--- config.mk ---
export PLATFORM = sky130hd
export DESIGN_NAME = wavegen_dds_flat
export DESIGN_NICKNAME = d
export VERILOG_FILES = /design/src/rtl/wavegen_dds_if.sv /design/src/rtl/wavegen_dds.sv /design/src/flat_wrapper.sv
export SDC_FILE = /design/constraint.sdc
export NUM_CORES = 1
export LEC_CHECK = 0
export BUFFER_PORTS_ARGS = -buffer_cell sky130_fd_sc_hd__buf_2
export CAP_MARGIN = 20
export CORE_ASPECT_RATIO = 1.5
export CORE_UTILIZATION = 60
export DETAILED_ROUTE_END_ITERATION = 10
export PLACE_DENSITY = 0.8
export SLEW_MARGIN = 20
export SYNTH_ARGS = -nofsm -noshare
export SYNTH_HDL_FRONTEND = slang
export SYNTH_SLANG_ARGS = --single-unit
--- constraint.sdc ---
create_clock -name CLOCK_50 -period 2.7 [get_ports CLOCK_50]
set_input_delay 0.135 -clock CLOCK_50 [delete_from_list [all_inputs] [get_ports CLOCK_50]]
set_output_delay 0.135 -clock CLOCK_50 [all_outputs]
set_load 0.01 [all_outputs]
--- src/rtl/wavegen_dds_if.sv ---
// External buses of the DDS: the synchronous waveform ROM and the serial DAC.
// Signal names follow the board-level pin names.
interface wavegen_dds_if #(
  parameter int ADDR_W = 10,
  parameter int DATA_W = 10
);
  logic [ADDR_W-1:0] ROM_ADDR;
  logic [DATA_W-1:0] ROM_DATA;
  logic              DAC_CS;
  logic              DAC_SDI;
  logic              DAC_SCK;
  logic              DAC_LD;

  modport master (
    output ROM_ADDR,
    input  ROM_DATA,
    output DAC_CS,
    output DAC_SDI,
    output DAC_SCK,
    output DAC_LD
  );

  modport slave (
    input  ROM_ADDR,
    output ROM_DATA,
    input  DAC_CS,
    input  DAC_SDI,
    input  DAC_SCK,
    input  DAC_LD
  );
endinterface

--- src/rtl/wavegen_dds.sv ---
// Direct digital synthesis waveform generator: phase accumulator, ROM/sawtooth/
// square/triangle sample source, serial DAC shifter with one-deep pending buffer, PWM output.
module wavegen_dds #(
  parameter int DATA_W   = 10,
  parameter int ADDR_W   = 10,
  parameter int PHASE_W  = 16,
  parameter int DIV      = 2500,
  parameter int SCK_HALF = 2
) (
  input  logic               CLOCK_50,
  input  logic               RESET,
  input  logic               ENABLE,
  input  logic [PHASE_W-1:0] FREQ_WORD,
  input  logic [1:0]         MODE,
  wavegen_dds_if.master      bus,
  output logic               PWM_OUT,
  output logic               SAMPLE_STB,
  output logic               OVERRUN
);
  localparam int CNT_W = $clog2(DIV);
  localparam int HC_W  = (SCK_HALF > 1) ? $clog2(SCK_HALF) : 1;
  localparam logic [CNT_W-1:0]  CNT_LAST = CNT_W'(DIV - 1);
  localparam logic [HC_W-1:0]   HC_LAST  = HC_W'(SCK_HALF - 1);
  localparam logic [DATA_W-1:0] PWM_LAST = DATA_W'((1 << DATA_W) - 2);

  typedef enum logic [1:0] {IDLE, SHIFT, LATCH} spi_state_t;

  logic [CNT_W-1:0]   cnt_reg;
  logic [PHASE_W-1:0] phase_reg;
  logic [PHASE_W-1:0] phase_next;
  logic [ADDR_W-1:0]  rom_addr_reg;
  logic [1:0]         tick_dly_reg;
  logic [DATA_W-1:0]  sample_reg;
  logic [DATA_W-1:0]  sample_next;
  logic [DATA_W-1:0]  tri_bits;
  logic               stb_reg;
  logic               tick;

  spi_state_t         state_reg;
  logic [15:0]        shift_reg;
  logic [15:0]        start_frame;
  logic [4:0]         bit_cnt_reg;
  logic [HC_W-1:0]    hc_reg;
  logic               cs_reg, sck_reg, ld_reg, sdi_reg;
  logic               pend_reg, overrun_reg;
  logic [DATA_W-1:0]  pend_data_reg;

  logic [DATA_W-1:0]  pwm_cnt_reg, pwm_cnt_next;
  logic [DATA_W-1:0]  duty_reg, duty_next;
  logic               pwm_reg;

  // DAC word: control nibble, sample left-justified in a 12-bit data field.
  function automatic logic [15:0] frame_of(input logic [DATA_W-1:0] s);
    logic [11:0] s12;
    s12 = 12'(s) << (12 - DATA_W);
    return {4'b0011, s12};
  endfunction

  assign tick       = ENABLE && (cnt_reg == CNT_LAST);
  assign phase_next = phase_reg + FREQ_WORD;
  assign tri_bits   = phase_reg[PHASE_W-2 -: DATA_W];

  always_comb begin
    sample_next = '0;
    case (MODE)
      2'b00:   sample_next = bus.ROM_DATA;
      2'b01:   sample_next = phase_reg[PHASE_W-1 -: DATA_W];
      2'b10:   sample_next = {DATA_W{~phase_reg[PHASE_W-1]}};
      default: sample_next = phase_reg[PHASE_W-1] ? ~tri_bits : tri_bits;
    endcase
  end

  // Tick at T, phase/address at T+1, ROM data at T+2, sample latched into T+3.
  always_ff @(posedge CLOCK_50) begin
    if (RESET) begin
      cnt_reg      <= '0;
      phase_reg    <= '0;
      rom_addr_reg <= '0;
      tick_dly_reg <= '0;
      sample_reg   <= '0;
      stb_reg      <= 1'b0;
    end else begin
      if (ENABLE) cnt_reg <= tick ? '0 : cnt_reg + 1'b1;
      if (tick) begin
        phase_reg    <= phase_next;
        rom_addr_reg <= phase_next[PHASE_W-1 -: ADDR_W];
      end
      tick_dly_reg <= {tick_dly_reg[0], tick};
      stb_reg      <= tick_dly_reg[1];
      if (tick_dly_reg[1]) sample_reg <= sample_next;
    end
  end

  assign start_frame = frame_of(pend_reg ? pend_data_reg : sample_reg);

  always_ff @(posedge CLOCK_50) begin
    if (RESET) begin
      state_reg     <= IDLE;
      shift_reg     <= '0;
      bit_cnt_reg   <= '0;
      hc_reg        <= '0;
      cs_reg        <= 1'b1;
      sck_reg       <= 1'b0;
      ld_reg        <= 1'b1;
      sdi_reg       <= 1'b0;
      pend_reg      <= 1'b0;
      pend_data_reg <= '0;
      overrun_reg   <= 1'b0;
    end else begin
      case (state_reg)
        IDLE: begin
          if (pend_reg || stb_reg) begin
            state_reg   <= SHIFT;
            cs_reg      <= 1'b0;
            sck_reg     <= 1'b0;
            hc_reg      <= '0;
            bit_cnt_reg <= '0;
            sdi_reg     <= start_frame[15];
            shift_reg   <= {start_frame[14:0], 1'b0};
            pend_reg    <= 1'b0;
          end
        end
        SHIFT: begin
          if (hc_reg == HC_LAST) begin
            hc_reg <= '0;
            if (!sck_reg) begin
              // The low half after the 16th falling edge closes the frame.
              if (bit_cnt_reg == 5'd16) begin
                state_reg <= LATCH;
                cs_reg    <= 1'b1;
                ld_reg    <= 1'b0;
                sdi_reg   <= 1'b0;
              end else begin
                sck_reg <= 1'b1;
              end
            end else begin
              sck_reg     <= 1'b0;
              bit_cnt_reg <= bit_cnt_reg + 5'd1;
              sdi_reg     <= shift_reg[15];
              shift_reg   <= {shift_reg[14:0], 1'b0};
            end
          end else begin
            hc_reg <= hc_reg + 1'b1;
          end
        end
        LATCH: begin
          if (hc_reg == HC_LAST) begin
            state_reg <= IDLE;
            ld_reg    <= 1'b1;
            hc_reg    <= '0;
          end else begin
            hc_reg <= hc_reg + 1'b1;
          end
        end
        default: state_reg <= IDLE;
      endcase

      // A strobe arriving while the bus is busy (or a pending frame is being
      // launched this cycle) parks the newest sample; this overrides the clear above.
      if (stb_reg && (state_reg != IDLE || pend_reg)) begin
        pend_data_reg <= sample_reg;
        pend_reg      <= 1'b1;
        if (pend_reg && state_reg != IDLE) overrun_reg <= 1'b1;
      end
    end
  end

  always_comb begin
    pwm_cnt_next = (pwm_cnt_reg == PWM_LAST) ? '0 : pwm_cnt_reg + 1'b1;
    duty_next    = (pwm_cnt_reg == PWM_LAST) ? sample_reg : duty_reg;
  end

  always_ff @(posedge CLOCK_50) begin
    if (RESET) begin
      pwm_cnt_reg <= '0;
      duty_reg    <= '0;
      pwm_reg     <= 1'b0;
    end else begin
      pwm_cnt_reg <= pwm_cnt_next;
      duty_reg    <= duty_next;
      pwm_reg     <= (pwm_cnt_next < duty_next);
    end
  end

  assign bus.ROM_ADDR = rom_addr_reg;
  assign bus.DAC_CS   = cs_reg;
  assign bus.DAC_SCK  = sck_reg;
  assign bus.DAC_LD   = ld_reg;
  assign bus.DAC_SDI  = sdi_reg;
  assign PWM_OUT      = pwm_reg;
  assign SAMPLE_STB   = stb_reg;
  assign OVERRUN      = overrun_reg;
endmodule

--- src/flat_wrapper.sv ---
// flat-port wrapper written by rule: the top's interface ports become plain ports
module wavegen_dds_flat 
#(
  parameter int DATA_W   = 10,
  parameter int ADDR_W   = 10,
  parameter int PHASE_W  = 16,
  parameter int DIV      = 2500,
  parameter int SCK_HALF = 2
)
  (CLOCK_50, RESET, ENABLE, FREQ_WORD, MODE, PWM_OUT, SAMPLE_STB, OVERRUN, bus_ROM_ADDR, bus_ROM_DATA, bus_DAC_CS, bus_DAC_SDI, bus_DAC_SCK, bus_DAC_LD);
  wavegen_dds_if #(.ADDR_W(ADDR_W), .DATA_W(DATA_W)) bus_i ();
  input  logic CLOCK_50;
  input  logic RESET;
  input  logic ENABLE;
  input  logic [PHASE_W-1:0] FREQ_WORD;
  input  logic [1:0] MODE;
  output logic PWM_OUT;
  output logic SAMPLE_STB;
  output logic OVERRUN;
  output wire logic [$bits(bus_i.ROM_ADDR)-1:0] bus_ROM_ADDR;
  input wire logic [$bits(bus_i.ROM_DATA)-1:0] bus_ROM_DATA;
  output wire logic [$bits(bus_i.DAC_CS)-1:0] bus_DAC_CS;
  output wire logic [$bits(bus_i.DAC_SDI)-1:0] bus_DAC_SDI;
  output wire logic [$bits(bus_i.DAC_SCK)-1:0] bus_DAC_SCK;
  output wire logic [$bits(bus_i.DAC_LD)-1:0] bus_DAC_LD;
  assign bus_ROM_ADDR = bus_i.ROM_ADDR;
  assign bus_i.ROM_DATA = bus_ROM_DATA;
  assign bus_DAC_CS = bus_i.DAC_CS;
  assign bus_DAC_SDI = bus_i.DAC_SDI;
  assign bus_DAC_SCK = bus_i.DAC_SCK;
  assign bus_DAC_LD = bus_i.DAC_LD;
  wavegen_dds #(.DATA_W(DATA_W), .ADDR_W(ADDR_W), .PHASE_W(PHASE_W), .DIV(DIV), .SCK_HALF(SCK_HALF)) u_core (.CLOCK_50(CLOCK_50), .RESET(RESET), .ENABLE(ENABLE), .FREQ_WORD(FREQ_WORD), .MODE(MODE), .bus(bus_i), .PWM_OUT(PWM_OUT), .SAMPLE_STB(SAMPLE_STB), .OVERRUN(OVERRUN));
endmodule
=== Word-level counts from Yosys, hierarchy flattened ===
Index checks and enable logic that the tools add are counted.

* Register bits after elaboration: 112
* Output and inout bits: 17
* Word-level logic and storage cells: 106

* Add/subtract/negate cells: 5
* $lt $le $gt $ge: 1
* Equal/unequal tests: 14
* Muxes and demuxes: 41
* Bitwise logic cells: 2
* Reduce and logical (&&, ||, !) cells: 23

{| class="wikitable"
|+ Operators by type and width
! cell !! count
|-
| $mux W16 || 3
|-
| $mux W10 || 4
|-
| $pmux W16 S2 || 1
|-
| $pmux W10 S3 || 1
|-
| $add A16 B16 Y16 || 1
|-
| $mux W1 || 16
|-
| $mux W5 || 3
|-
| $reduce_and A5 Y1 || 3
|-
| $add A12 B1 Y12 const B || 1
|-
| $eq A12 B12 Y1 const B || 1
|-
| $mux W12 || 1
|-
| $reduce_bool A2 Y1 || 6
|-
| $add A10 B1 Y10 const B || 1
|-
| $eq A10 B10 Y1 const B || 1
|-
| $lt A10 B10 Y1 || 1
|-
| $mux W2 || 5
|-
| $ne A2 B1 Y1 const B || 5
|-
| $not A10 Y10 || 1
|-
| $pmux W1 S2 || 5
|-
| $pmux W5 S2 || 1
|-
| $reduce_and A4 Y1 || 2
|-
| $pmux W2 S3 || 1
|-
| $reduce_and A2 Y1 || 3
|-
| $add A5 B1 Y5 const B || 1
|-
| other kinds (12) || 18
|}

=== Depth between registers and ports, before layout ===
Gate-level depths: netlist of run 1.

* Word-level depth: 5
* Gate-level depth with buffers: 14
* Depth with buffers taken out: 12

=== Worst setup path after synthesis of run 1 ===
No wires, ideal clock.

* Path type: reg-to-reg
* From: register u_core.pwm_cnt_reg[2]
* To: register u_core.pwm_reg (netlist: u_core.PWM_OUT)
* Library setup time: 81 ps
* Data arrival time: 2,319 ps
* Required time: 2,619 ps
* Path slack: 301 ps
* Cell stages (with the launch flop): 14
* Cell sequence: dfxtp_1 > and3_1 > nand3_1 > nor2_1 > buf_2 > buf_2 > nor2_1 > ha_1 > and3_1 > nand2_1 > nor2_1 > a211oi_1 > o211ai_1 > a41oi_1

* Word-level cells in the longest chain between the ends: 3

{| class="wikitable"
|+ RTL lines
! item !! RTL line !! source
|-
| from (decl) || wavegen_dds.sv:48 || <nowiki>logic [DATA_W-1:0] pwm_cnt_reg, pwm_cnt_next;</nowiki>
|-
| from (signal assigned) || wavegen_dds.sv:179 || <nowiki>pwm_cnt_reg <= pwm_cnt_next;</nowiki>
|-
| $add A10 B1 Y10 or $eq A10 B10 Y1 (tied branches) || wavegen_dds.sv:169 || <nowiki>pwm_cnt_next = (pwm_cnt_reg == PWM_LAST) ? '0 : pwm_cnt_reg + 1'b1;</nowiki>
|-
| $mux W10 (*) || wavegen_dds.sv:169 ||
|-
| named net u_core.pwm_cnt_next[5] || wavegen_dds.sv:48 ||
|-
| $lt A10 B10 Y1 (*) || wavegen_dds.sv:181 || <nowiki>pwm_reg <= (pwm_cnt_next < duty_next);</nowiki>
|-
| to (signal assigned) || wavegen_dds.sv:181 ||
|-
| to (decl) || wavegen_dds.sv:50 || <nowiki>logic pwm_reg;</nowiki>
|}

The timed path passes the listed nets; every way through them passes the cells marked *.
A chain may end at the register's enable or synchronous reset.

=== Final worst setup path of run 1 ===
* From: register u_core.pwm_cnt_reg[3]
* To: register u_core.pwm_reg (netlist: u_core.PWM_OUT)

* Word-level cells in the longest chain between the ends: 3

{| class="wikitable"
|+ RTL lines
! item !! RTL line
|-
| $add A10 B1 Y10 or $eq A10 B10 Y1 (tied branches) || wavegen_dds.sv:169, wavegen_dds.sv:170
|-
| $mux W10 (on tied branches) || wavegen_dds.sv:169, wavegen_dds.sv:170
|-
| $lt A10 B10 Y1 (*) || wavegen_dds.sv:181
|}

Mark *: on every way between the ends. The rest lies on a longest branch, timed or not.

==> results of run 1 <==
## final cells by class
type / count / area (um^2)
Clock buffer: 11 / 253
Clock inverter: 5 / 61.3
Multi-Input combinational cell: 480 / 3080
Timing Repair Buffer: 59 / 355
Inverter: 12 / 45.0
Tap cell: 107 / 134
Sequential cell: 99 / 1980
Fill cell: 688 / 2600
## power breakdown
part	leakage (uW)	internal, uW	switching (uW)
Sequential	0.000799	1480	14.0
Clock	0.000144	770	559
Combinational	0.00146	100	162
Total	0.00241	2350	735
## metrics by stage
stage	util [%]	total power [uW]	worst slack, ns	TNS (ns)
floorplan	-	1710	0.301	0
global placement	65.1	1770	0.268	0
detailed placement	65.1	1780	0.135	0
CTS	68.8	3100	0.0626	0
global route	69.4	3200	-0.0884	-0.0884
finish	69.4	3080	0.120	0
## worst min-delay path by stage
stage	cells past startpoint	slack, ns	start	to
after floorplan	3	0.39	ENABLE	u_core.cnt_reg[0]$_SDFFE_PP0P_
after global placement	1	0.42	u_core.tick_dly_reg[0]$_SDFF_PP0_	u_core.tick_dly_reg[1]$_SDFF_PP0_
after detailed placement	1	0.45	u_core.tick_dly_reg[0]$_SDFF_PP0_	u_core.tick_dly_reg[1]$_SDFF_PP0_
after CTS	3	0.13	ENABLE	u_core.cnt_reg[1]$_SDFFE_PP0P_
after global routing	3	0.17	ENABLE	u_core.cnt_reg[1]$_SDFFE_PP0P_
final	3	0.13	ENABLE	u_core.cnt_reg[1]$_SDFFE_PP0P_
## timing repair
item | CTS | global route
setup buffers | 0 | 1
gates resized for setup | 0 | 7
endpoints found under the setup margin | 0 | 1
## cell families (layout without fill, tap and decap cells)
family          after synthesis  in the layout  share of synthesized area (%)
simple gates                254            254                           21.5
compound gates              108            108                           13.1
flops                        99             99                           37.3
buf+inv                      54             87                           5.04
mux                          44             44                           8.32
xor+xnor                     41             41                           6.76
fa+ha+maj                    33             33                           7.92
## layer usage
layer	global-route usage, %	part of all wire [%]	vias up
li1	-	-	2213
met1	27.4	41	2050
met2	47.5	52	94
met3	5.43	3.3	30
met4	13.1	3.7	0
met5	0	0	-
## worst register-to-register path, cell delays in order, from the launching register on
cell and delay [ns]:
sky130_fd_sc_hd__dfxtp_1 0.39, sky130_fd_sc_hd__and3_4 0.23, sky130_fd_sc_hd__nand3_1 0.15, sky130_fd_sc_hd__nor2_4 0.19, sky130_fd_sc_hd__buf_12 0.16, sky130_fd_sc_hd__mux2i_2 0.25
sky130_fd_sc_hd__ha_1 0.29, sky130_fd_sc_hd__and3_1 0.21, sky130_fd_sc_hd__nand2_1 0.07, sky130_fd_sc_hd__nor2_1 0.06, sky130_fd_sc_hd__a211oi_2 0.23, sky130_fd_sc_hd__o211ai_1 0.12
sky130_fd_sc_hd__a41oi_1 0.17
## Yosys cell counts, drive strengths merged, types with 2 or more instances
master / number / area, um^2
o311a: 7 / 70.1
a31oi: 4 / 25.0
or4b: 2 / 23.8
nand4: 6 / 37.5
buf: 20 / 140
a21o: 5 / 37.5
inv: 12 / 45.0
ha: 32 / 400
o22ai: 2 / 12.5
nand2b: 5 / 31.3
clkbuf: 22 / 82.6
or2: 4 / 25.0
nand3b: 2 / 15.0
xor2: 19 / 166
and3: 6 / 37.5
dfxtp: 99 / 1980
a22oi: 2 / 15.0
o211ai: 3 / 22.5
nor2: 117 / 439
xnor2: 22 / 193
o21a: 4 / 30.0
nand2: 62 / 233
a21oi: 35 / 179
nor2b: 19 / 119
a211oi: 7 / 67.6
nor3: 11 / 55.1
nand3: 16 / 80.1
o21ai: 30 / 150
mux2i: 43 / 430
==> impl_metrics.prom, run 1 <==
# TYPE chip_impl_metric gauge
chip_impl_metric{name="io-pin-count",unit=""} 48
chip_impl_metric{name="placement_rows",unit=""} 41
chip_impl_metric{name="clkSlewWorstSetupHoldPaths",unit="ns"} 0.07
chip_impl_metric{name="cp_slowest_stage_delay",unit="ns"} 0.39
chip_impl_metric{name="worst_hold_slack",unit="ns"} 0.134
chip_impl_metric{name="grt_pass1_vias",unit=""} 4170
chip_impl_metric{name="grt.overflow.total",unit=""} 0
chip_impl_metric{name="final-max-slew-violation-count",unit=""} 0
chip_impl_info{name="setup.worst_path.start",value="u_core.pwm_cnt_reg[3]$_SDFF_PP0_"} 1
chip_impl_metric{name="design_area",unit="mm^2"} 0.00591
chip_impl_info{name="timing_worst_setup_path_type",value="reg -> reg"} 1
chip_impl_metric{name="antenna_violations_before_repair",unit=""} 0
chip_impl_metric{name="power_per_cell_area",unit="mW/mm^2"} 522
chip_impl_metric{name="timing.clock.skew",unit="ns"} 0.00848
chip_impl_metric{name="grt_max_degree",unit=""} 47
chip_impl_metric{name="syn_avg_cell_area",unit="um^2"} 8.39
chip_impl_metric{name="later_pin_clock_latency_in_the_skew_report",unit="ns"} 0.35
chip_impl_metric{name="fp.dieH",unit="um"} 117
chip_impl_info{name="worst_setup_end_kind",value="register"} 1
chip_impl_metric{name="dr.first_iter.drc_count",unit=""} 267
chip_impl_metric{name="setup_viol",unit=""} 0
chip_impl_metric{name="yosys_warnings",unit=""} 0
chip_impl_metric{name="vias_per_cell",unit=""} 5.68
chip_impl_metric{name="detailed_place.area",unit="mm^2"} 0.00554
chip_impl_metric{name="asyncSetResetFlopFracSynth",unit="%"} 0
chip_impl_metric{name="cts_hold_buf",unit=""} 0
chip_impl_metric{name="p_leak",unit="uW"} 0.00241
chip_impl_metric{name="cts_inserted_buffers",unit=""} 9
chip_impl_metric{name="fraction_of_final_layout_cells_sized_beyond_drive_strength_1",unit="%"} 13.8
chip_impl_info{name="dominantRegCellSynth",value="sky130_fd_sc_hd__dfxtp_1"} 1
chip_impl_metric{name="slew-limit-headroom",unit="%"} 44.4
chip_impl_metric{name="mappedNetlistNets",unit=""} 697
chip_impl_metric{name="cts_buffer_depth",unit=""} 2
chip_impl_metric{name="drt.antenna.violating_nets",unit=""} 0
chip_impl_metric{name="period_needed",unit="ns"} 2.58
chip_impl_metric{name="regToRegSetupSlack",unit="ns"} 0.12
chip_impl_metric{name="die_ar",unit="mm^2"} 0.00924
chip_impl_metric{name="critical_path.n_buffers_inverters",unit=""} 1
chip_impl_metric{name="layout_worst_path_cycle_share",unit="%"} 95.5
chip_impl_metric{name="grtUsageTotal",unit="%"} 25.7
chip_impl_metric{name="dr_total_vias",unit=""} 4387
chip_impl_metric{name="worstPathArrival",unit="ns"} 2.85
chip_impl_info{name="hold_path.class",value="in -> reg"} 1
chip_impl_metric{name="cts.htree.levels",unit=""} 3
chip_impl_metric{name="hold_viol_final",unit=""} 0
chip_impl_info{name="slowest_stage",value="sky130_fd_sc_hd__dfxtp_1"} 1
chip_impl_metric{name="synth-edff-count",unit=""} 0
chip_impl_metric{name="synth_seq_cells",unit=""} 99
chip_impl_metric{name="drt-total-wl",unit="mm"} 11.3
chip_impl_info{name="reg2reg_from",value="u_core.pwm_cnt_reg[3]$_SDFF_PP0_"} 1
chip_impl_metric{name="synth_cells",unit=""} 633
chip_impl_info{name="cts.root.buffer_cell",value="sky130_fd_sc_hd__clkbuf_16"} 1
chip_impl_metric{name="synth-seq-area-share",unit="%"} 37.3
chip_impl_metric{name="weighted_congestion_at_the_end_of_routability_driven_global_placement",unit=""} 0.867
chip_impl_metric{name="path_length_in_cells_of_the_critical_path",unit=""} 12
chip_impl_metric{name="final_net_count",unit=""} 725
chip_impl_metric{name="maxCapViolations",unit=""} 0
chip_impl_metric{name="floorplan.core_area",unit="mm^2"} 0.00852
chip_impl_info{name="timing.rr.end",value="u_core.PWM_OUT$_SDFF_PP0_"} 1
chip_impl_metric{name="number_of_flip_flops_in_the_largest_register",unit=""} 13
chip_impl_metric{name="die_w",unit="um"} 78.8
chip_impl_info{name="crit_family",value="simple AND/OR/NAND/NOR gates"} 1
chip_impl_metric{name="worst_r2r_path_depth",unit=""} 12
chip_impl_metric{name="synth_cell_types",unit=""} 51
chip_impl_metric{name="synth.cell_area",unit="mm^2"} 0.00531
chip_impl_info{name="layout_common_cells",value="sky130_fd_sc_hd__nor2_1, sky130_fd_sc_hd__dfxtp_1, sky130_fd_sc_hd__nand2_1"} 1
chip_impl_info{name="tritoncts",value="built"} 1
chip_impl_metric{name="detailedRoute.firstPassIterationCount",unit=""} 5
chip_impl_metric{name="final_standard_cell_count_with_taps_included_and_fillers_excluded",unit=""} 773
chip_impl_metric{name="syn2layout_area_growth",unit="%"} 11.4
chip_impl_metric{name="first_pass_grt_wire_length",unit="mm"} 18.5
chip_impl_metric{name="antenna_cell_count",unit=""} 0
chip_impl_metric{name="worst_slew_pin_slew",unit="ns"} 0.834
chip_impl_metric{name="clock-sinks",unit=""} 99
chip_impl_metric{name="cp_data_required_time",unit="ns"} 2.97
chip_impl_info{name="critical_path_launch_point_type",value="register"} 1
chip_impl_metric{name="peak_supply_drop",unit="mV"} 0.409
chip_impl_metric{name="max_freq",unit="MHz"} 388
chip_impl_metric{name="post_drt_wl_per_cell",unit="um"} 14.6
chip_impl_metric{name="initial_core_util",unit="%"} 62.3
chip_impl_metric{name="dp.final_hpwl",unit="mm"} 8.15
chip_impl_metric{name="critPathMaxFanout",unit=""} 10
chip_impl_info{name="crit_path_cell_chain",value="and3_4 > nand3_1 > nor2_4 > buf_12 > mux2i_2 > ha_1 > and3_1 > nand2_1 > nor2_1 > a211oi_2 > o211ai_1 > a41oi_1"} 1
chip_impl_info{name="status",value="completed"} 1
chip_impl_metric{name="drt_drc_violations_left",unit=""} 0
chip_impl_metric{name="placedCellCount",unit=""} 755
chip_impl_metric{name="io_buffers",unit=""} 47
chip_impl_info{name="critical_path.endpoint",value="u_core.PWM_OUT$_SDFF_PP0_"} 1
chip_impl_info{name="mostFrequentLayoutCell",value="sky130_fd_sc_hd__nor2_1"} 1
(Power assumes the default switching activity.)
==> inputs of run 2 (changes only) <==
--- a/config.mk
+++ b/config.mk
@@ -7,10 +7,12 @@
 export LEC_CHECK = 0
 export BUFFER_PORTS_ARGS = -buffer_cell sky130_fd_sc_hd__buf_2
 export CAP_MARGIN = 20
+export CELL_PAD_IN_SITES_DETAIL_PLACEMENT = 0
+export CELL_PAD_IN_SITES_GLOBAL_PLACEMENT = 1
 export CORE_ASPECT_RATIO = 1.5
-export CORE_UTILIZATION = 60
+export CORE_UTILIZATION = 45
 export DETAILED_ROUTE_END_ITERATION = 10
-export PLACE_DENSITY = 0.8
+export PLACE_DENSITY_LB_ADDON = 0.1
 export SLEW_MARGIN = 20
 export SYNTH_ARGS = -nofsm -noshare
 export SYNTH_HDL_FRONTEND = slang
==> run 2 against run 1 <==
  * Die area is 33% higher
  * Hold slack got worse by 0.0012 ns
  * Fmax rose by 5.4%
  * Power shrank 0.73%
  * Clock skew up 0.00073 ns
  * Global-route usage down 6.7 points
  * Clock-buffer cell count did not move
  * Utilization down 18 points
  * Clock power about the same
  * Critical path type unchanged
  * Critical endpoint unchanged
==> impl_metrics.prom, run 2 (synthesized netlist as in run 1, its figures left out) <==
# TYPE chip_impl_metric gauge
chip_impl_metric{name="placement_rows",unit=""} 48
chip_impl_metric{name="detailedRoute.firstPassIterationCount",unit=""} 5
chip_impl_metric{name="io-pin-count",unit=""} 48
chip_impl_metric{name="dp_worst_setup_slack",unit="ns"} 0.192
chip_impl_metric{name="grt_max_degree",unit=""} 27
chip_impl_metric{name="final_net_count",unit=""} 725
chip_impl_metric{name="cts_setup_buffers",unit=""} 0
chip_impl_metric{name="die_w",unit="um"} 90.7
chip_impl_metric{name="syn2layout_area_growth",unit="%"} 11.5
chip_impl_metric{name="cts_resized",unit=""} 0
chip_impl_metric{name="cp_data_required_time",unit="ns"} 2.97
chip_impl_metric{name="finalWorstSetupSlack",unit="ns"} 0.252
chip_impl_metric{name="slew-limit-headroom",unit="%"} 53.2
chip_impl_metric{name="totalNegativeSetupSlack",unit="ns"} 0
chip_impl_metric{name="die_ar",unit="mm^2"} 0.0122
chip_impl_info{name="layout_common_cells",value="sky130_fd_sc_hd__nor2_1, sky130_fd_sc_hd__dfxtp_1, sky130_fd_sc_hd__nand2_1"} 1
chip_impl_info{name="hold_path.class",value="in -> reg"} 1
chip_impl_metric{name="layout_worst_path_cycle_share",unit="%"} 90.7
chip_impl_metric{name="fp.dieH",unit="um"} 135
chip_impl_metric{name="dr.first_iter.drc_count",unit=""} 125
chip_impl_metric{name="fraction_of_final_layout_cells_sized_beyond_drive_strength_1",unit="%"} 13.2
chip_impl_metric{name="weighted_congestion_at_the_end_of_routability_driven_global_placement",unit=""} 0.868
chip_impl_metric{name="grtUsageTotal",unit="%"} 19.0
chip_impl_metric{name="cts.htree.levels",unit=""} 3
chip_impl_metric{name="drt-total-wl",unit="mm"} 11.2
chip_impl_info{name="slowest_stage",value="sky130_fd_sc_hd__dfxtp_1"} 1
chip_impl_metric{name="grt.overflow.total",unit=""} 0
chip_impl_metric{name="p_leak",unit="uW"} 0.00240
chip_impl_metric{name="vias_per_cell",unit=""} 5.19
chip_impl_metric{name="period_needed",unit="ns"} 2.45
chip_impl_metric{name="post_drt_wl_per_cell",unit="um"} 13.7
chip_impl_metric{name="design_area",unit="mm^2"} 0.00592
chip_impl_metric{name="drt.antenna.violating_nets",unit=""} 0
chip_impl_metric{name="later_pin_clock_latency_in_the_skew_report",unit="ns"} 0.34
chip_impl_metric{name="final-max-slew-violation-count",unit=""} 0
chip_impl_metric{name="cts_buffer_depth",unit=""} 2
chip_impl_metric{name="worst_hold_slack",unit="ns"} 0.133
chip_impl_metric{name="first_pass_grt_wire_length",unit="mm"} 18.7
chip_impl_metric{name="antenna_cell_count",unit=""} 0
chip_impl_metric{name="io_buffers",unit=""} 47
chip_impl_info{name="status",value="completed"} 1
chip_impl_metric{name="final_standard_cell_count_with_taps_included_and_fillers_excluded",unit=""} 816
chip_impl_metric{name="grt_pass1_vias",unit=""} 4050
chip_impl_metric{name="dp.final_hpwl",unit="mm"} 8.50
chip_impl_info{name="critical_path_launch_point_type",value="register"} 1
chip_impl_metric{name="dr_total_vias",unit=""} 4233
chip_impl_metric{name="detailed_place.area",unit="mm^2"} 0.00561
chip_impl_metric{name="initial_core_util",unit="%"} 46.3
chip_impl_metric{name="worstPathArrival",unit="ns"} 2.71
chip_impl_metric{name="n_fill_cell",unit=""} 1136
chip_impl_metric{name="drt_drc_violations_left",unit=""} 0
chip_impl_metric{name="antenna_violations_before_repair",unit=""} 0
chip_impl_info{name="cts.root.buffer_cell",value="sky130_fd_sc_hd__clkbuf_16"} 1
chip_impl_info{name="crit_path_cell_chain",value="and3_4 > nand3_1 > nor2_2 > buf_12 > mux2i_1 > ha_1 > and3_1 > nand2_1 > nor2_1 > a211oi_1 > o211ai_1 > a41oi_1"} 1
chip_impl_metric{name="setup_viol",unit=""} 0
chip_impl_metric{name="hold_viol_final",unit=""} 0
chip_impl_info{name="timing_worst_setup_path_type",value="reg -> reg"} 1
chip_impl_metric{name="clock-sinks",unit=""} 99
chip_impl_info{name="tritoncts",value="built"} 1
chip_impl_metric{name="max_freq",unit="MHz"} 408
chip_impl_metric{name="clkSlewWorstSetupHoldPaths",unit="ns"} 0.07
chip_impl_metric{name="peak_supply_drop",unit="mV"} 0.282
chip_impl_metric{name="cts_hold_buf",unit=""} 0
chip_impl_metric{name="power_per_cell_area",unit="mW/mm^2"} 517
chip_impl_metric{name="cp_slowest_stage_delay",unit="ns"} 0.38
chip_impl_metric{name="number_of_flip_flops_in_the_largest_register",unit=""} 13
chip_impl_metric{name="maxCapViolations",unit=""} 0
chip_impl_metric{name="critPathMaxFanout",unit=""} 20
chip_impl_metric{name="worst_slew_pin_slew",unit="ns"} 0.700
chip_impl_metric{name="cts_inserted_buffers",unit=""} 9
chip_impl_metric{name="floorplan.core_area",unit="mm^2"} 0.0115
chip_impl_info{name="rsz0062_at_grt",value="false"} 1
chip_impl_metric{name="placedCellCount",unit=""} 800
chip_impl_info{name="worst_setup_end_kind",value="register"} 1
chip_impl_metric{name="timing.clock.skew",unit="ns"} 0.00921
chip_impl_info{name="mostFrequentLayoutCell",value="sky130_fd_sc_hd__nor2_1"} 1
## run 2: worst max-delay path: cells and delay by family (launching register included)
family,cells,cell delay [ns]
adder cells (fa/ha/maj),1,0.28
AND/OR/NAND/NOR,6,0.78
AO/OA/AOI/OAI,3,0.51
multiplexers,1,0.24
buffers and inverters,1,0.18
flip-flops,1,0.38
## run 2: report_power, final
group / internal [uW] / switching (uW)
clock network: 749 / 557
registers: 1480 / 14.0
logic: 101 / 162
## run 2: worst paths after layout
path	slack (ns)	from	to	depth (start not counted)
worst min register to register	0.44	u_core.tick_dly_reg[0]$_SDFF_PP0_	u_core.tick_dly_reg[1]$_SDFF_PP0_	1
worst min-delay path	0.13	ENABLE	u_core.cnt_reg[1]$_SDFFE_PP0P_	3
worst max-delay path	0.25	u_core.pwm_cnt_reg[2]$_SDFF_PP0_	u_core.PWM_OUT$_SDFF_PP0_	12
worst max register to register	0.25	u_core.pwm_cnt_reg[2]$_SDFF_PP0_	u_core.PWM_OUT$_SDFF_PP0_	12
## run 2: metrics by stage
| stage | utilization [%] | total power, uW |
|---|---|---|
| 2_1_floorplan | - | 1710 |
| 3_3_place_gp | 48.9 | 1790 |
| 3_5_place_dp | 48.9 | 1790 |
| 4_1_cts | 51.6 | 3110 |
| 5_1_grt | 51.6 | 3200 |
| 6_report | 51.6 | 3060 |
## run 2: metal layers
layer	GRT usage [%]	wire length [um]
met1	21.3	4900
met2	35.6	5740
met3	4.11	361
met4	5.47	157
met5	0	0
## run 2: cell type report
| class | instances | area, um^2 | area share (%) |
|---|---|---|---|
| Tap cell | 150 | 188 | 3.17 |
| Inverter | 12 | 45.0 | 0.761 |
| Sequential cell | 99 | 1980 | 33.5 |
| Multi-Input combinational cell | 480 | 3070 | 51.8 |
| Clock buffer | 11 | 243 | 4.10 |
| Timing Repair Buffer | 59 | 338 | 5.70 |
| Clock inverter | 5 | 60.1 | 1.01 |
==> inputs of run 3 (changes only) <==
--- a/config.mk
+++ b/config.mk
@@ -5,12 +5,14 @@
 export SDC_FILE = /design/constraint.sdc
 export NUM_CORES = 1
 export LEC_CHECK = 0
+export ABC_AREA = 1
 export BUFFER_PORTS_ARGS = -buffer_cell sky130_fd_sc_hd__buf_2
 export CAP_MARGIN = 20
 export CELL_PAD_IN_SITES_DETAIL_PLACEMENT = 0
 export CELL_PAD_IN_SITES_GLOBAL_PLACEMENT = 1
 export CORE_ASPECT_RATIO = 1.5
-export CORE_UTILIZATION = 45
+export CORE_UTILIZATION = 44
+export CTS_CLUSTER_SIZE = 16
 export DETAILED_ROUTE_END_ITERATION = 10
 export PLACE_DENSITY_LB_ADDON = 0.1
 export SLEW_MARGIN = 20
==> run 3 against run 2 <==
  * Clock power down 6%
  * Critical path depth up 4
  * Die area up 8.8%
  * Largest cell class unchanged
  * Area after synthesis up 6.6%
  * Global-route usage up 1.9 points
  * Power up 13%
  * Synthesized cell count up 27%
  * First-iteration DRC count up 30%
  * Cell area up 4.3%
  * Largest power group unchanged
  * Critical endpoint unchanged
  * Hold slack worse by 0.033 ns
  * Fmax up 1.9%
==> impl_metrics.prom, run 3 <==
# TYPE chip_impl_metric gauge
chip_impl_info{name="tritoncts",value="built"} 1
chip_impl_metric{name="hold_viol_final",unit=""} 0
chip_impl_metric{name="asyncSetResetFlopFracSynth",unit="%"} 0
chip_impl_metric{name="syn_avg_cell_area",unit="um^2"} 7.06
chip_impl_metric{name="drt-total-wl",unit="mm"} 13.1
chip_impl_metric{name="syn2layout_area_growth",unit="%"} 9.20
chip_impl_metric{name="final_net_count",unit=""} 893
chip_impl_metric{name="cts_buffer_depth",unit=""} 2
chip_impl_metric{name="n_fill_cell",unit=""} 1313
chip_impl_info{name="crit_family",value="simple AND/OR/NAND/NOR gates"} 1
chip_impl_info{name="rsz0062_at_grt",value="false"} 1
chip_impl_metric{name="vias_per_cell",unit=""} 5.06
chip_impl_info{name="synth.top_cells.by_count",value="sky130_fd_sc_hd__nand2_1, sky130_fd_sc_hd__dfxtp_1, sky130_fd_sc_hd__inv_1, sky130_fd_sc_hd__nor2_1, sky130_fd_sc_hd__a21oi_1"} 1
chip_impl_info{name="critical_path_launch_point_type",value="register"} 1
chip_impl_metric{name="cp_data_required_time",unit="ns"} 2.98
chip_impl_metric{name="synth-seq-area-share",unit="%"} 35.0
chip_impl_metric{name="power_per_cell_area",unit="mW/mm^2"} 561
chip_impl_metric{name="period_needed",unit="ns"} 2.40
chip_impl_metric{name="fraction_of_final_layout_cells_sized_beyond_drive_strength_1",unit="%"} 12.6
chip_impl_metric{name="yosys_warnings",unit=""} 0
chip_impl_metric{name="die_w",unit="um"} 94.6
chip_impl_metric{name="placedCellCount",unit=""} 974
chip_impl_metric{name="regToRegSetupSlack",unit="ns"} 0.30
chip_impl_info{name="critical_path_s_most_frequent_cell",value="sky130_fd_sc_hd__nand2_1"} 1
chip_impl_metric{name="clock-sinks",unit=""} 99
chip_impl_info{name="hold_path.class",value="in -> reg"} 1
chip_impl_metric{name="detailedRoute.firstPassIterationCount",unit=""} 4
chip_impl_metric{name="floorplan.core_area",unit="mm^2"} 0.0125
chip_impl_info{name="dominantRegCellSynth",value="sky130_fd_sc_hd__dfxtp_1"} 1
chip_impl_metric{name="setup_viol",unit=""} 0
chip_impl_metric{name="weighted_congestion_at_the_end_of_routability_driven_global_placement",unit=""} 0.809
chip_impl_info{name="largest_cells_by_area_after_synthesis",value="sky130_fd_sc_hd__dfxtp_1, sky130_fd_sc_hd__nand2_1, sky130_fd_sc_hd__ha_1"} 1
chip_impl_metric{name="later_pin_clock_latency_in_the_skew_report",unit="ns"} 0.34
chip_impl_info{name="timing_worst_setup_path_type",value="reg -> reg"} 1
chip_impl_info{name="cts.root.buffer_cell",value="sky130_fd_sc_hd__clkbuf_16"} 1
chip_impl_metric{name="cts_inserted_buffers",unit=""} 9
chip_impl_metric{name="worstPathArrival",unit="ns"} 2.68
chip_impl_metric{name="drt.antenna.violating_nets",unit=""} 0
chip_impl_metric{name="first_pass_grt_wire_length",unit="mm"} 22.1
chip_impl_metric{name="dp_worst_setup_slack",unit="ns"} 0.284
chip_impl_metric{name="drt_drc_violations_left",unit=""} 0
chip_impl_metric{name="number_of_flip_flops_in_the_largest_register",unit=""} 13
chip_impl_metric{name="p_leak",unit="uW"} 0.00279
chip_impl_metric{name="die_ar",unit="mm^2"} 0.0133
chip_impl_metric{name="cts.htree.levels",unit=""} 3
chip_impl_metric{name="io-pin-count",unit=""} 48
chip_impl_metric{name="yosys.area.top_type_share",unit="%"} 35.0
chip_impl_metric{name="antenna_cell_count",unit=""} 0
chip_impl_metric{name="cts_setup_buffers",unit=""} 0
chip_impl_metric{name="worst_hold_slack",unit="ns"} 0.0991
chip_impl_metric{name="io_buffers",unit=""} 47
chip_impl_metric{name="placement_rows",unit=""} 50
chip_impl_metric{name="critical_path.n_buffers_inverters",unit=""} 3
chip_impl_metric{name="final-max-slew-violation-count",unit=""} 0
chip_impl_metric{name="clkSlewWorstSetupHoldPaths",unit="ns"} 0.07
chip_impl_metric{name="synth_cell_types",unit=""} 48
chip_impl_metric{name="totalPowerFinal",unit="uW"} 3460
chip_impl_metric{name="mappedNetlistNets",unit=""} 865
chip_impl_metric{name="synth_seq_cells",unit=""} 99
chip_impl_info{name="slowest_stage",value="sky130_fd_sc_hd__dfxtp_1"} 1
chip_impl_metric{name="critPathMaxFanout",unit=""} 18
chip_impl_metric{name="finalWorstSetupSlack",unit="ns"} 0.298
chip_impl_metric{name="timing.clock.skew",unit="ns"} 0.00949
chip_impl_metric{name="grt.overflow.total",unit=""} 0
chip_impl_metric{name="worst_slew_pin_slew",unit="ns"} 0.530
chip_impl_info{name="mostFrequentLayoutCell",value="sky130_fd_sc_hd__nand2_1"} 1
chip_impl_metric{name="synth.cell_area",unit="mm^2"} 0.00566
chip_impl_metric{name="maxCapViolations",unit=""} 0
chip_impl_metric{name="final_standard_cell_count_with_taps_included_and_fillers_excluded",unit=""} 990
chip_impl_metric{name="dr_total_vias",unit=""} 5013
chip_impl_metric{name="synth_cells",unit=""} 801
chip_impl_info{name="synth_top_cell_by_area",value="sky130_fd_sc_hd__dfxtp_1"} 1
chip_impl_metric{name="grtUsageTotal",unit="%"} 20.9
chip_impl_metric{name="antenna_violations_before_repair",unit=""} 0
chip_impl_metric{name="grt_max_degree",unit=""} 33
chip_impl_info{name="status",value="completed"} 1
chip_impl_metric{name="peak_supply_drop",unit="mV"} 0.278
chip_impl_info{name="layout_common_cells",value="sky130_fd_sc_hd__nand2_1, sky130_fd_sc_hd__dfxtp_1, sky130_fd_sc_hd__inv_1"} 1
chip_impl_info{name="crit_path_cell_chain",value="inv_1 > ha_1 > inv_1 > nor2_1 > nand3_4 > inv_6 > nand2_1 > o21ai_2 > ha_1 > a21oi_1 > o21ai_0 > nand2_1 > nand2_1 > nand2_1 > nand2_1 > a21oi_1"} 1
chip_impl_metric{name="max_freq",unit="MHz"} 416
chip_impl_metric{name="totalNegativeSetupSlack",unit="ns"} 0
chip_impl_metric{name="synth-edff-count",unit=""} 0
chip_impl_metric{name="fp.dieH",unit="um"} 141
chip_impl_info{name="synthMostInstantiatedCell",value="sky130_fd_sc_hd__nand2_1"} 1
chip_impl_metric{name="slew-limit-headroom",unit="%"} 64.6
chip_impl_metric{name="initial_core_util",unit="%"} 45.2
chip_impl_metric{name="post_drt_wl_per_cell",unit="um"} 13.3
chip_impl_metric{name="cp_slowest_stage_delay",unit="ns"} 0.35
chip_impl_metric{name="dr.first_iter.drc_count",unit=""} 162
chip_impl_metric{name="layout_worst_path_cycle_share",unit="%"} 88.9
chip_impl_metric{name="dp.final_hpwl",unit="mm"} 10.2
chip_impl_metric{name="grt_pass1_vias",unit=""} 5013
chip_impl_info{name="worst_setup_end_kind",value="register"} 1
==> run 3: cell types whose count changed after synthesis, sizes merged, moves of 31 or more <==
cell	previous run	this run
nand2	62	193
nor2	117	74
a21oi	35	75
o21ai	30	63
nand3	16	47
mux2i	43	9
inv	12	100
==> run 3: final cells by class <==
cell class,instances,area (um^2),share of cell area (%)
clock buffers,12,256,4.15
flip-flops and latches,99,1980,32.1
multi-input cells,564,3040,49.2
clock inverters,4,25.0,0.405
well taps,156,195,3.16
inverters,102,398,6.44
repair buffers,53,280,4.54
==> run 3: path summary, 6_finish.rpt <==
kind,from,end,cells after the start
min reg2reg,u_core.tick_dly_reg[0]$_SDFF_PP0_,u_core.tick_dly_reg[1]$_SDFF_PP0_,2
max reg2reg,u_core.pwm_cnt_reg[0]$_SDFF_PP0_,u_core.PWM_OUT$_SDFF_PP0_,16
min,ENABLE,u_core.cnt_reg[0]$_SDFFE_PP0P_,2
max,u_core.pwm_cnt_reg[0]$_SDFF_PP0_,u_core.PWM_OUT$_SDFF_PP0_,16
==> run 3: repair_timing <==
action	4_1_cts	5_1_grt
setup endpoints to repair	0	1
hold buffers	0	0
gates resized for setup	0	2
==> run 3: where the power goes <==
group          switching (uW)  internal (uW)
Combinational             425            222
Sequential               47.3           1540
Clock                     557            673
Total                    1030           2440
==> run 3: routing by layer <==
metal | part of all wire, % | global-route usage (%) | vias up
li1 | - | - | 2655
met1 | 41 | 21.3 | 2275
met2 | 55 | 41.6 | 61
met3 | 2.2 | 2.91 | 22
met4 | 1.9 | 7.34 | 0
met5 | 0 | 0 | -
==> run 3: metrics by stage <==
| stage | cell area [um^2] | util [%] |
|---|---|---|
| 2_1_floorplan | 5660 | - |
| 3_3_place_gp | 5890 | 47.1 |
| 3_5_place_dp | 5890 | 47.1 |
| 4_1_cts | 6170 | 49.4 |
| 5_1_grt | 6180 | 49.4 |
| 6_report | 6180 | 49.4 |
==> run 3: logic make-up after synthesis <==
| family | share of synthesized area, % |
|---|---|
| DFF | 35.0 |
| and+or+nand+nor | 26.4 |
| adders and majority gates | 7.43 |
| AOI/OAI and AO/OA | 16.3 |
| muxes | 1.59 |
| buffers and inverters | 11.2 |
| xor gates and xnor gates | 2.01 |
==> run 3: worst register-to-register path, delay by kind of cell, from the launching register on <==
family	cells	cell delay [ns]
AOI/OAI and AO/OA	4	0.44
adders and majority gates	2	0.45
buffers and inverters	3	0.36
DFF	1	0.35
and+or+nand+nor	7	0.75
